**src/rtl/sdram_pkg.sv**
```systemverilog
// Shared SDRAM controller types: address width, byte type and
// the channel-B prefetch FSM state encoding.
package sdram_pkg;

    localparam int SDRAM_AW = 21;

    typedef logic [7:0]          byte_t;
    typedef logic [SDRAM_AW-1:0] addr_t;

    typedef enum logic [1:0] {
        S_IDLE,
        S_ISSUE,
        S_WAIT,
        S_STORE
    } bpf_state_e;

endpackage

```
**src/rtl/sdram_b_prefetch_if.sv**
```systemverilog
// Channel-B prefetch bundle: run control, controller channel B
// and the consumer-side FIFO read port.
interface sdram_b_prefetch_if #(
    parameter int LEN_W = 11,
    parameter int LVL_W = 5
);

    logic               start;
    sdram_pkg::addr_t   start_addr;
    logic [LEN_W-1:0]   length;
    logic               busy;
    logic               done;

    sdram_pkg::addr_t   RAM_B_ADDR;
    logic               RAM_B_REQ;
    sdram_pkg::byte_t   RAM_B_DO;

    logic               rd_en;
    sdram_pkg::byte_t   rd_data;
    logic               empty;
    logic [LVL_W-1:0]   level;

    modport master (
        input  start, start_addr, length, RAM_B_DO, rd_en,
        output busy, done, RAM_B_ADDR, RAM_B_REQ,
        output rd_data, empty, level
    );

    modport slave (
        output start, start_addr, length, RAM_B_DO, rd_en,
        input  busy, done, RAM_B_ADDR, RAM_B_REQ,
        input  rd_data, empty, level
    );

endinterface

```
**src/rtl/sdram_b_prefetch_fifo.sv**
```systemverilog
// Show-ahead synchronous FIFO with clear; power-of-two depth so
// the pointers wrap naturally.
module sync_fifo #(
    parameter int WIDTH = 8,
    parameter int DEPTH = 16
) (
    input  logic                   clk,
    input  logic                   reset_n,
    input  logic                   clr,
    input  logic                   push,
    input  logic [WIDTH-1:0]       din,
    input  logic                   pop,
    output logic [WIDTH-1:0]       dout,
    output logic                   empty,
    output logic                   full,
    output logic [$clog2(DEPTH):0] level
);

    localparam int          AW       = $clog2(DEPTH);
    localparam logic [AW:0] FULL_LVL = (AW+1)'(DEPTH);

    logic [WIDTH-1:0] mem_q [DEPTH];
    logic [AW-1:0]    wp_q;
    logic [AW-1:0]    rp_q;
    logic [AW:0]      cnt_q;
    logic             do_pop;
    logic             do_push;

    assign empty   = (cnt_q == '0);
    assign full    = (cnt_q == FULL_LVL);
    assign do_pop  = pop && !empty;
    assign do_push = push && (!full || do_pop);
    assign dout    = mem_q[rp_q];
    assign level   = cnt_q;

    always_ff @(posedge clk) begin
        if (!reset_n || clr) begin
            wp_q  <= '0;
            rp_q  <= '0;
            cnt_q <= '0;
        end else begin
            if (do_push) wp_q <= wp_q + 1'b1;
            if (do_pop)  rp_q <= rp_q + 1'b1;
            unique case ({do_push, do_pop})
                2'b10:   cnt_q <= cnt_q + 1'b1;
                2'b01:   cnt_q <= cnt_q - 1'b1;
                default: cnt_q <= cnt_q;
            endcase
        end
    end

    always_ff @(posedge clk) begin
        if (reset_n && !clr && do_push) mem_q[wp_q] <= din;
    end

endmodule

```
**src/rtl/sdram_b_prefetch.sv**
```systemverilog
// Sequential read-ahead engine for SDRAM channel B: one toggle
// request per byte, fixed settle delay, results queued in a FIFO.
module sdram_b_prefetch #(
    parameter int FIFO_DEPTH = 16,
    parameter int B_LATENCY  = 16,
    parameter int LEN_W      = 11
) (
    input logic                clk,
    input logic                reset_n,
    sdram_b_prefetch_if.master bus
);

    import sdram_pkg::*;

    localparam int            LVW   = $clog2(FIFO_DEPTH) + 1;
    localparam int            WW    = $clog2(B_LATENCY);
    localparam logic [WW-1:0] WLOAD = WW'(B_LATENCY - 1);

    bpf_state_e       state_q;
    addr_t            addr_q;
    addr_t            ram_addr_q;
    logic             req_q;
    logic [LEN_W-1:0] rem_q;
    logic [WW-1:0]    wcnt_q;
    byte_t            data_q;
    logic             busy_q;
    logic             done_q;

    logic             fifo_push;
    logic             fifo_clr;
    logic             fifo_full;
    logic             fifo_empty;
    byte_t            fifo_dout;
    logic [LVW-1:0]   fifo_level;

    assign fifo_push = (state_q == S_STORE);
    assign fifo_clr  = bus.start && busy_q;

    sync_fifo #(
        .WIDTH (8),
        .DEPTH (FIFO_DEPTH)
    ) u_fifo (
        .clk     (clk),
        .reset_n (reset_n),
        .clr     (fifo_clr),
        .push    (fifo_push),
        .din     (data_q),
        .pop     (bus.rd_en),
        .dout    (fifo_dout),
        .empty   (fifo_empty),
        .full    (fifo_full),
        .level   (fifo_level)
    );

    // The wait counter runs free of the FSM so an aborted request
    // still blocks the next toggle until its slot has expired.
    always_ff @(posedge clk) begin
        if (!reset_n) begin
            state_q    <= S_IDLE;
            addr_q     <= '0;
            ram_addr_q <= '0;
            req_q      <= 1'b0;
            rem_q      <= '0;
            wcnt_q     <= '0;
            data_q     <= '0;
            busy_q     <= 1'b0;
            done_q     <= 1'b0;
        end else begin
            done_q <= 1'b0;
            if (wcnt_q != '0) wcnt_q <= wcnt_q - 1'b1;
            if (bus.start) begin
                addr_q <= bus.start_addr;
                rem_q  <= bus.length;
                if (bus.length == '0) begin
                    done_q  <= 1'b1;
                    busy_q  <= 1'b0;
                    state_q <= S_IDLE;
                end else begin
                    busy_q  <= 1'b1;
                    state_q <= S_ISSUE;
                end
            end else begin
                unique case (state_q)
                    S_IDLE: begin
                        state_q <= S_IDLE;
                    end
                    S_ISSUE: begin
                        if (wcnt_q == '0 && !fifo_full) begin
                            ram_addr_q <= addr_q;
                            req_q      <= ~req_q;
                            wcnt_q     <= WLOAD;
                            state_q    <= S_WAIT;
                        end
                    end
                    S_WAIT: begin
                        if (wcnt_q == '0) begin
                            data_q  <= bus.RAM_B_DO;
                            state_q <= S_STORE;
                        end
                    end
                    S_STORE: begin
                        addr_q <= addr_q + 1'b1;
                        rem_q  <= rem_q - 1'b1;
                        if (rem_q == LEN_W'(1)) begin
                            done_q  <= 1'b1;
                            busy_q  <= 1'b0;
                            state_q <= S_IDLE;
                        end else begin
                            state_q <= S_ISSUE;
                        end
                    end
                    default: state_q <= S_IDLE;
                endcase
            end
        end
    end

    assign bus.busy       = busy_q;
    assign bus.done       = done_q;
    assign bus.RAM_B_ADDR = ram_addr_q;
    assign bus.RAM_B_REQ  = req_q;
    assign bus.rd_data    = fifo_dout;
    assign bus.empty      = fifo_empty;
    assign bus.level      = fifo_level;

endmodule

```
**src/flat_wrapper.sv**
```systemverilog
// flat-port wrapper written by rule: the top's interface ports become plain ports
module sdram_b_prefetch_flat import sdram_pkg::*;
#(
    parameter int FIFO_DEPTH = 16,
    parameter int B_LATENCY  = 16,
    parameter int LEN_W      = 11
)
  (clk, reset_n, bus_start, bus_start_addr, bus_length, bus_RAM_B_DO, bus_rd_en, bus_busy, bus_done, bus_RAM_B_ADDR, bus_RAM_B_REQ, bus_rd_data, bus_empty, bus_level);
  sdram_b_prefetch_if #(.LEN_W(LEN_W), .LVL_W(5)) bus_i ();
  input logic clk;
  input logic reset_n;
  input wire logic [$bits(bus_i.start)-1:0] bus_start;
  input wire logic [$bits(bus_i.start_addr)-1:0] bus_start_addr;
  input wire logic [$bits(bus_i.length)-1:0] bus_length;
  input wire logic [$bits(bus_i.RAM_B_DO)-1:0] bus_RAM_B_DO;
  input wire logic [$bits(bus_i.rd_en)-1:0] bus_rd_en;
  output wire logic [$bits(bus_i.busy)-1:0] bus_busy;
  output wire logic [$bits(bus_i.done)-1:0] bus_done;
  output wire logic [$bits(bus_i.RAM_B_ADDR)-1:0] bus_RAM_B_ADDR;
  output wire logic [$bits(bus_i.RAM_B_REQ)-1:0] bus_RAM_B_REQ;
  output wire logic [$bits(bus_i.rd_data)-1:0] bus_rd_data;
  output wire logic [$bits(bus_i.empty)-1:0] bus_empty;
  output wire logic [$bits(bus_i.level)-1:0] bus_level;
  assign bus_i.start = bus_start;
  assign bus_i.start_addr = bus_start_addr;
  assign bus_i.length = bus_length;
  assign bus_i.RAM_B_DO = bus_RAM_B_DO;
  assign bus_i.rd_en = bus_rd_en;
  assign bus_busy = bus_i.busy;
  assign bus_done = bus_i.done;
  assign bus_RAM_B_ADDR = bus_i.RAM_B_ADDR;
  assign bus_RAM_B_REQ = bus_i.RAM_B_REQ;
  assign bus_rd_data = bus_i.rd_data;
  assign bus_empty = bus_i.empty;
  assign bus_level = bus_i.level;
  sdram_b_prefetch #(.FIFO_DEPTH(FIFO_DEPTH), .B_LATENCY(B_LATENCY), .LEN_W(LEN_W)) u_core (.clk(clk), .reset_n(reset_n), .bus(bus_i));
endmodule
```
**config.mk**
```make
export PLATFORM = sky130hd
export DESIGN_NAME = sdram_b_prefetch_flat
export DESIGN_NICKNAME = d
export VERILOG_FILES = /design/src/rtl/sdram_pkg.sv /design/src/rtl/sdram_b_prefetch_if.sv /design/src/rtl/sdram_b_prefetch_fifo.sv /design/src/rtl/sdram_b_prefetch.sv /design/src/flat_wrapper.sv
export SDC_FILE = /design/constraint.sdc
export NUM_CORES = 1
export LEC_CHECK = 0
export BUFFER_PORTS_ARGS = -buffer_cell sky130_fd_sc_hd__buf_2
export CAP_MARGIN = 20
export CORE_MARGIN = 2
export CORE_UTILIZATION = 35
export CTS_BUF_LIST = sky130_fd_sc_hd__clkbuf_16
export DETAILED_ROUTE_END_ITERATION = 10
export GPL_TIMING_DRIVEN = 0
export SYNTH_ARGS = -nofsm -noshare
export SYNTH_HDL_FRONTEND = slang
export SYNTH_HIERARCHICAL = 1
export SYNTH_SLANG_ARGS = --single-unit
```
**constraint.sdc**
```tcl
create_clock -name clk -period 3.3 [get_ports clk]
set_input_delay 0.33 -clock clk [delete_from_list [all_inputs] [get_ports clk]]
set_output_delay 0.33 -clock clk [all_outputs]
set_load 0.03 [all_outputs]
```
==> out/metrics.cfg, run 1 <==
[status]
status = finished, final reports clean

[worst_hold_path]
min_path_type = in2reg
hp-start = bus_start_addr[3]

[timing]
hold_violations = 0
max_freq_mhz = 338
slew_headroom_pct = 43.0
final.setup.tns_ns = 0
tightest_slew_ns = 0.853
finalCritPeriodShare_pct = 89.6
rsz0062_at_grt = false
setup_violations = 0
drv_slew = 0
period_minus_slack_ns = 2.96
clock-skew-final_ns = 0.0104

[synthesis]
synth_edf_count = 128
syn_inst = 715
async_flop_share_pct = 0
yosysSeqAreaShare_pct = 61.4
synth_nets = 775
synth_ff_type = edfxtp_1
yosysWarnings = 6
ys_types = 65
postSynthAreaPerCell_um2 = 12.7
ys_ff_latch = 215
syn_area_um2 = 9090

[finish]
final_common_cell = edfxtp_1
nFillCells = 2435
final_area_um2 = 10700
seqCellArea_um2 = 5590
final_nets = 882
layout_common_cells = edfxtp_1 (128), dfxtp_1 (87), buf_2 (86)
area_growth_pct = 17.4
drive_above_1_share_pct = 20.1
multiInputGateArea_um2 = 3270

[cts]
clockBufferDepth = 3
cts_hold_buffers = 0
post_cts_buffers = 0
clockRootBuffer = clkbuf_16
ctsHtreeMaxLevel = 1
insertion_delay_ns = 0.51
postCtsResizedCells = 0
cts_made_buffers = 24
cts.sinks = 215
cts.reportedPaths.clkPinSlew_ns = 0.06
cts_tree = built

[route]
via_per_inst = 5.03
vias = 5921
drtIter0Drc = 458
drcViolationCount = 0
drt_pass1_iterations = 5
drtAntennaViolNets = 0
wl_um = 20600
wl_per_cell_um = 17.5

[placement]
postPlaceCellArea_um2 = 9920
port-buffer-count = 81
gp_congestion = 0.784
hpwl_um = 14100

[worst_setup_path]
critPathMaxFanout = 10
arrival_ns = 2.63
crit_type = reg2out
crit_path_end_kind = output pin
cp.required_ns = 2.97
r2r_start = u_core/u_fifo/level[0]
startpoint_type = register

[global_routing]
grt_max_degree = 18
grtUsageMet2_pct = 23.7
groute.layer.met1.usage_pct = 21.3
grt_first_pass_wirelength_um = 31500
track_usage_pct = 15.0
antenna_found_initial = 4
grt_use_met3_pct = 3.30
grt.overflow.total = 0
grt-busiest-layer = met2
grt_pass1_vias = 5595

[die]
die_w_um = 165
die_h_um = 165
row_count = 59
dieArea_um2 = 27300
core_area_um2 = 25800
ioPinCount = 82
initial_core_util_pct = 35.3

[power]
p_leak_nw = 3.80
p_per_area_nw_per_um2 = 619
vdd_drop_max_mv = 0.377

[flow_run]
maxCapViolCount = 0

[worst max-delay path, stage by stage (launching register included)]
cell,delay (ns)
dfxtp_1,0.30
clkbuf_1,0.23
buf_2,0.40
mux4_2,0.59
a22oi_1,0.30
nand2_1,0.11
buf_2,0.19
[logic make-up (layout without fill, tap and decap cells)]
logic type                 after synthesis  in the layout  share of synthesized area, %
AOI/OAI and AO/OA                      127            127                          8.85
muxes                                   52             52                          10.2
other                                    0              3                             0
DFF                                    215            215                          61.4
xor gates and xnor gates                31             31                          2.99
and+or+nand+nor                        213            213                          11.6
buffers and inverters                   61            185                          2.67
adders and majority gates               16             16                          2.28
[worst paths after layout]
check                                  end  slack, ns  depth (start not counted)
setup / recovery            bus_rd_data[1]       0.34                          6
hold / removal            u_core/addr_q[3]       0.05                          3
setup reg to reg    u_core/u_fifo/level[4]       0.47                          9
hold reg to reg   u_core/bus.RAM_B_ADDR[7]       0.45                          2
[cell usage after synthesis (15+ instances only)]
| cell type | number | area share (%) |
|---|---|---|
| mux4_2 | 32 | 7.9 |
| inv_1 | 18 | 0.74 |
| a22oi_1 | 16 | 1.3 |
| o21ai_0 | 23 | 1.3 |
| mux2i_1 | 17 | 1.9 |
| ha_1 | 15 | 2.1 |
| a21oi_1 | 50 | 2.8 |
| nand2_1 | 65 | 2.7 |
| dfxtp_1 | 87 | 19 |
| nor2_1 | 67 | 2.8 |
| clkbuf_1 | 31 | 1.3 |
| edfxtp_1 | 128 | 42 |
| xnor2_1 | 19 | 1.8 |
[per-layer routing]
metal / vias to the layer above / routed length, µm / part of all wire [%]
met1: 2884 / 9860 / 48
li1: 2889 / - / -
met5: - / 13 / 0.063
met4: 2 / 280 / 1.4
met2: 121 / 9430 / 46
met3: 25 / 997 / 4.8
[stage by stage]
step / worst slack, ns / hold WS [ns] / cells / total power, mW / util (%)
2_1_floorplan: 0.593 / 0.441 / 715 / 3.87 / -
3_3_place_gp: 0.251 / 0.442 / 1131 / 4.13 / 38.5
3_5_place_dp: 0.226 / 0.445 / 1131 / 4.15 / 38.5
4_1_cts: 0.228 / 0.0304 / 1174 / 6.69 / 41.4
5_1_grt: 0.121 / 0.0540 / 1174 / 6.91 / 41.4
6_report: 0.342 / 0.0469 / 1177 / 6.61 / 41.5
[state kept, by name, summed over array words and instances (netlist names), named ones only]
| name | flops |
|---|---|
| u_core/u_fifo/wp_q | 4 |
| u_core/u_fifo/mem_q | 128 |
| u_core/bus.busy | 1 |
| u_core/bus.done | 1 |
| u_core/data_q | 8 |
| u_core/state_q | 2 |
| u_core/addr_q | 21 |
| u_core/bus.RAM_B_REQ | 1 |
| u_core/wcnt_q | 4 |
| u_core/u_fifo/rp_q | 4 |
| u_core/bus.RAM_B_ADDR | 21 |
| u_core/rem_q | 11 |
| u_core/u_fifo/level | 5 |
[where the power goes]
group / switching [mW] / total (mW) / internal [mW]
sequential: 0.110 / 3.04 / 2.93
clock: 1.04 / 2.52 / 1.48
combinational: 0.628 / 1.05 / 0.421
[area by class of cell]
cell class | count | area share (%)
diodes | 3 | 0.0703
plain buffers | 41 | 1.57
clock buffers | 24 | 5.62
clock inverters | 19 | 1.43
inverters | 20 | 0.703
multi-input cells | 439 | 30.6
flip-flops and latches | 215 | 52.3
well taps | 335 | 3.92
repair buffers | 81 | 3.80
(Power assumes the default switching activity.)
==> run 2: changes to the inputs <==
--- a/config.mk
+++ b/config.mk
@@ -7,11 +7,12 @@
 export LEC_CHECK = 0
 export BUFFER_PORTS_ARGS = -buffer_cell sky130_fd_sc_hd__buf_2
 export CAP_MARGIN = 20
-export CORE_MARGIN = 2
+export CORE_MARGIN = 3
 export CORE_UTILIZATION = 35
 export CTS_BUF_LIST = sky130_fd_sc_hd__clkbuf_16
 export DETAILED_ROUTE_END_ITERATION = 10
 export GPL_TIMING_DRIVEN = 0
+export PLACE_DENSITY = 0.63
 export SYNTH_ARGS = -nofsm -noshare
 export SYNTH_HDL_FRONTEND = slang
 export SYNTH_HIERARCHICAL = 1
==> run 2 against run 1 <==
Die area increased by 2.4%. Hold slack improved by 0.0031 ns. Critical path depth unchanged. Combinational power about the same. Clock skew decreased by 0.0034 ns. Total power increased by 1.8%. Final cell count decreased by 0.68%. Count of clock-buffer cells in the layout decreased by 1. Via count increased by 0.78%. Global-route usage decreased by 0.45 points. Fmax decreased by 3.3%. Register-to-register slack improved by 0.03 ns. Highest routed layer unchanged.
==> out/metrics.cfg, run 2 (same netlist as run 1, synthesis figures left out) <==
[timing]
period_minus_slack_ns = 3.06  ; +0.101 ns
hold_violations = 0  ; unchanged
rsz0062_at_grt = false
slew_headroom_pct = 44.0  ; +1.1 points
tightest_slew_ns = 0.836  ; -0.0161 ns
clock-skew-final_ns = 0.00705  ; -0.00335 ns
finalCritPeriodShare_pct = 92.7  ; +3.1 points
drv_slew = 0  ; unchanged
max_freq_mhz = 327  ; -3.3%
holdWs_ns = 0.0500  ; +0.00309 ns
setup_violations = 0  ; unchanged
final.setup.tns_ns = 0  ; unchanged

[finish]
fin_cells = 1169  ; -0.68%
seqCellArea_um2 = 5590  ; unchanged
largest_register_ffs = 128  ; unchanged
final_common_cell = edfxtp_1
drive_above_1_share_pct = 20.4  ; +0.26 points
layout_common_cells = edfxtp_1 (128), dfxtp_1 (87), buf_2 (86)
multiInputGateArea_um2 = 3270  ; unchanged
area_growth_pct = 17.6
final_nets = 881  ; -0.11%
final_core_util_pct = 42.2  ; +0.79 points
final_area_um2 = 10700  ; +0.18%
largest_register = u_core/u_fifo/mem_q
nFillCells = 2362  ; -3.0%

[cts]
cts.reportedPaths.clkPinSlew_ns = 0.06  ; about the same
cts_hold_buffers = 0  ; unchanged
clockBufferDepth = 3  ; unchanged
cts_tree = built
cts.sinks = 215  ; unchanged
ctsHtreeMaxLevel = 1  ; unchanged
insertion_delay_ns = 0.51  ; about the same
clockRootBuffer = clkbuf_16
post_cts_buffers = 0  ; unchanged
postCtsResizedCells = 0  ; unchanged
cts_made_buffers = 23  ; -4.2%

[flow_run]
maxCapViolCount = 0  ; unchanged

[worst_setup_path]
cp.required_ns = 2.97  ; about the same
startpoint_type = register
critPathMaxFanout = 10  ; unchanged
r2r_start = u_core/u_fifo/level[0]
crit_type = reg2out
crit_path_end_kind = output pin
arrival_ns = 2.73  ; +0.10 ns

[die]
row_count = 58  ; -1.7%
die_h_um = 167  ; +1.2%
initial_core_util_pct = 35.9  ; +0.61 points
ioPinCount = 82  ; unchanged
die_w_um = 167  ; +1.2%
dieArea_um2 = 28000  ; +2.4%
core_area_um2 = 25300  ; -1.7%

[route]
drt_pass1_iterations = 7  ; +2
wl_um = 20500  ; -0.40%
vias = 5967  ; +0.78%
wl_per_cell_um = 17.5  ; +0.28%
drtIter0Drc = 422  ; -7.9%
via_per_inst = 5.10  ; +1.5%
drcViolationCount = 0  ; unchanged
drtAntennaViolNets = 0  ; unchanged

[global_routing]
track_usage_pct = 14.5  ; -0.45 points
grt.overflow.total = 0  ; unchanged
grt_pass1_vias = 5809  ; +3.8%
antenna_found_initial = 4  ; unchanged
grt_max_degree = 18  ; unchanged
grt_first_pass_wirelength_um = 32400  ; +2.8%

[power]
pwr-share-clk_pct = 39.3  ; +1.2 points
p_sw_mw = 1.79  ; +0.38%
sequentialPowerShare_pct = 45.2  ; -0.8 points
p_comb_share_pct = 15.5  ; -0.4 points
p_int_mw = 4.94  ; +2.3%
p_leak_nw = 3.80  ; about the same
swShare_pct = 26.5  ; -0.37 points
vdd_drop_max_mv = 0.435  ; +15%
p_per_area_nw_per_um2 = 629  ; +1.6%

[placement]
postPlaceCellArea_um2 = 9910  ; about the same
dp_cells = 1126  ; -0.44%
hpwl_um = 14100  ; -0.46%
port-buffer-count = 81  ; unchanged
gp_congestion = 0.785  ; +0.14%

[status]
status = finished, final reports clean

[worst_hold_path]
min_path_type = in2reg
hp-start = bus_RAM_B_DO[4]

==> run 2: per-layer routing <==
layer	global-route usage [%]	vias up	wire (µm)
li1	-	2890	-
met1	21.1	2890	9610
met2	22.7	145	9410
met3	2.95	36	1050
met4	3.17	6	392
met5	0	-	41
==> run 2: layout make-up <==
type	instances	area share, %
Antenna cell	1	0.0234
Buffer	41	1.57
Clock buffer	23	5.38
Clock inverter	19	1.94
Inverter	20	0.702
Multi-Input combinational cell	439	30.5
Sequential cell	215	52.2
Tap cell	330	3.86
Timing Repair Buffer	81	3.79
==> run 2: power by group through the flow <==
stage                     Combinational [mW]  Sequential, mW  Clock (mW)
final                                   1.04            3.04        2.65
after global routing                    1.15            3.06        2.82
after CTS                               1.05            3.04        2.72
after detailed placement                1.05            3.09           0
after global placement                  1.04            3.09           0
after floorplan                        0.756            3.12           0
==> run 2: metrics by stage <==
stage	setup slack [ns]	total power [mW]
after global placement	0.251	4.13
after global routing	0.0722	7.03
final	0.241	6.73
after CTS	0.157	6.81
after floorplan	0.593	3.87
after detailed placement	0.226	4.14
==> run 2: path summary, 6_finish.rpt <==
check / end / slack, ns / cells after the start
setup / recovery: bus_rd_data[1] / 0.24 / 6
hold / removal: u_core/data_q[4] / 0.05 / 3
setup reg to reg: u_core/u_fifo/level[4] / 0.50 / 9
hold reg to reg: u_core/bus.RAM_B_ADDR[13] / 0.45 / 2
==> run 2: worst max-delay path, cell delays in order (launching register included) <==
cell and delay [ns]:
dfxtp_1 0.30, clkbuf_1 0.29, buf_2 0.42, mux4_2 0.59, a22oi_1 0.30, nand2_1 0.13, buf_2 0.20
==> run 3: changes to the inputs <==
--- a/config.mk
+++ b/config.mk
@@ -5,7 +5,7 @@
 export SDC_FILE = /design/constraint.sdc
 export NUM_CORES = 1
 export LEC_CHECK = 0
-export BUFFER_PORTS_ARGS = -buffer_cell sky130_fd_sc_hd__buf_2
+export BUFFER_PORTS_ARGS = -buffer_cell sky130_fd_sc_hd__buf_4
 export CAP_MARGIN = 20
 export CORE_MARGIN = 3
 export CORE_UTILIZATION = 35
==> run 3 against run 2 <==
Sequential cell count unchanged. Hold slack better by 0.011 ns. Fmax up 0.25%. Global-route usage down 0.061 points. Via count down 0.20%. Sequential power about the same. Die area unchanged. Sequential share of layout area down 0.63 points. Clock power down 8.7%. Non-clock buffer count unchanged. Count of clock-buffer cells in the layout unchanged. Critical endpoint unchanged. Largest cell class unchanged. Highest routed layer unchanged.
==> out/metrics.cfg, run 3 (same netlist as run 1, synthesis figures left out) <==
[worst_setup_path]
r2r_start = u_core/u_fifo/level[0]
crit_chain = clkbuf_1, buf_2, mux4_2, a22oi_1, nand2_1, buf_4
critPathMaxFanout = 10  ; unchanged
crit_path_end_kind = output pin
crit_type = reg2out
cp_slowest_cell = mux4_2
cp.required_ns = 2.97  ; about the same
slowest_delay_ns = 0.58  ; about the same
startpoint_type = register
arrival_ns = 2.72  ; about the same

[timing]
period_minus_slack_ns = 3.05  ; -0.00768 ns
slew_headroom_pct = 43.8  ; -0.20 points
holdWs_ns = 0.0611  ; +0.0111 ns
finalCritPeriodShare_pct = 92.5  ; -0.23 points
rsz0062_at_grt = false
drv_slew = 0  ; unchanged
tightest_slew_ns = 0.839  ; +0.00303 ns
clock-skew-final_ns = 0.00956  ; +0.00251 ns
setup_ws_ns = 0.248  ; +0.00768 ns
max_freq_mhz = 328  ; +0.25%
final.setup.tns_ns = 0  ; unchanged
setup_violations = 0  ; unchanged
hold_violations = 0  ; unchanged

[die]
row_count = 58  ; unchanged
die_h_um = 167  ; unchanged
die_w_um = 167  ; unchanged
initial_core_util_pct = 35.9  ; unchanged
core_area_um2 = 25300  ; unchanged
ioPinCount = 82  ; unchanged
dieArea_um2 = 28000  ; unchanged

[power]
p_leak_nw = 3.79  ; -0.16%
vdd_drop_max_mv = 0.448  ; +3.1%
p_per_area_nw_per_um2 = 605  ; -3.7%
p_total_mw = 6.56  ; -2.6%

[finish]
final_core_util_pct = 42.8  ; +0.52 points
fin_cells = 1167  ; -0.17%
final_nets = 881  ; unchanged
final_common_cell = edfxtp_1
antenna-diode-count = 0  ; -1
nFillCells = 2379  ; +0.72%
largest_register = u_core/u_fifo/mem_q
area_growth_pct = 19.1
layout_common_cells = edfxtp_1 (128), dfxtp_1 (87), buf_4 (81)
final_area_um2 = 10800  ; +1.2%
drive_above_1_share_pct = 20.8  ; +0.38 points
largest_register_ffs = 128  ; unchanged

[route]
vias = 5955  ; -0.20%
wl_per_cell_um = 17.7  ; +0.99%
drtAntennaViolNets = 0  ; unchanged
drt_pass1_iterations = 5  ; -2
drcViolationCount = 0  ; unchanged
via_per_inst = 5.10  ; about the same
wl_um = 20700  ; +0.82%
drtIter0Drc = 407  ; -3.6%

[global_routing]
antenna_found_initial = 3  ; -1
grt_first_pass_wirelength_um = 32400  ; about the same
grt_pass1_vias = 5893  ; +1.4%
grt_max_degree = 18  ; unchanged
grt.overflow.total = 0  ; unchanged
track_usage_pct = 14.5  ; -0.061 points

[cts]
insertion_delay_ns = 0.50  ; about the same
cts_hold_buffers = 0  ; unchanged
ctsHtreeMaxLevel = 1  ; unchanged
cts_tree = built
postCtsResizedCells = 0  ; unchanged
cts.sinks = 215  ; unchanged
clockBufferDepth = 3  ; unchanged
post_cts_buffers = 0  ; unchanged
cts.reportedPaths.clkPinSlew_ns = 0.06  ; about the same
clockRootBuffer = clkbuf_16
cts_made_buffers = 23  ; unchanged

[placement]
place_ws_ns = 0.225  ; -0.000875 ns
gp_congestion = 0.775  ; -1.3%
port-buffer-count = 81  ; unchanged
hpwl_um = 14200  ; +0.77%
dp_cells = 1126  ; unchanged
postPlaceCellArea_um2 = 10100  ; +2.0%

[status]
status = finished, final reports clean

[worst_hold_path]
hp-start = bus_RAM_B_DO[7]
min_path_type = in2reg

[flow_run]
maxCapViolCount = 0  ; unchanged

## run 3: cell types whose count changed in the layout (fill, tap and decap cells not counted), sizes merged
cell,change
bufinv,-3
clkinv,-4
clkinvlp,+5
diode,-1
inv,+1
## run 3: layout make-up
class / count / area [µm²] / area share [%]
clock inverters: 18 / 139 / 1.28
multi-input cells: 439 / 3270 / 30.2
inverters: 20 / 75.1 / 0.693
well taps: 330 / 413 / 3.81
flip-flops and latches: 215 / 5590 / 51.6
repair buffers: 81 / 608 / 5.61
plain buffers: 41 / 168 / 1.55
clock buffers: 23 / 576 / 5.31
## run 3: worst paths after layout
path         depth (start not counted)                        end  slack (ns)
max                                  6             bus_rd_data[1]        0.25
min                                  3           u_core/data_q[7]        0.06
max reg2reg                          9     u_core/u_fifo/level[4]        0.49
min reg2reg                          2  u_core/bus.RAM_B_ADDR[20]        0.46
## run 3: metal layers
metal | vias to the layer above | track usage, % | part of all wire, %
met5 | - | 0 | 0.26
met4 | 6 | 3.31 | 2.0
met3 | 37 | 3.21 | 5.5
met2 | 141 | 23.2 | 45
met1 | 2883 | 20.2 | 47
li1 | 2888 | - | -
## run 3: critical path: cells and delay by family, from the launching register on
| kind | cells | cell delay (ns) |
|---|---|---|
| flip-flops | 1 | 0.30 |
| buffers and inverters | 3 | 0.90 |
| multiplexers | 1 | 0.58 |
| AND/OR/NAND/NOR | 1 | 0.11 |
| AO/OA/AOI/OAI | 1 | 0.34 |
## run 3: report_power, final
group | leakage [nW] | total (mW) | switching [mW] | internal [mW]
logic | 1.52 | 1.09 | 0.631 | 0.461
registers | 1.93 | 3.04 | 0.112 | 2.93
clock network | 0.337 | 2.42 | 1.06 | 1.37
total | 3.79 | 6.56 | 1.80 | 4.76
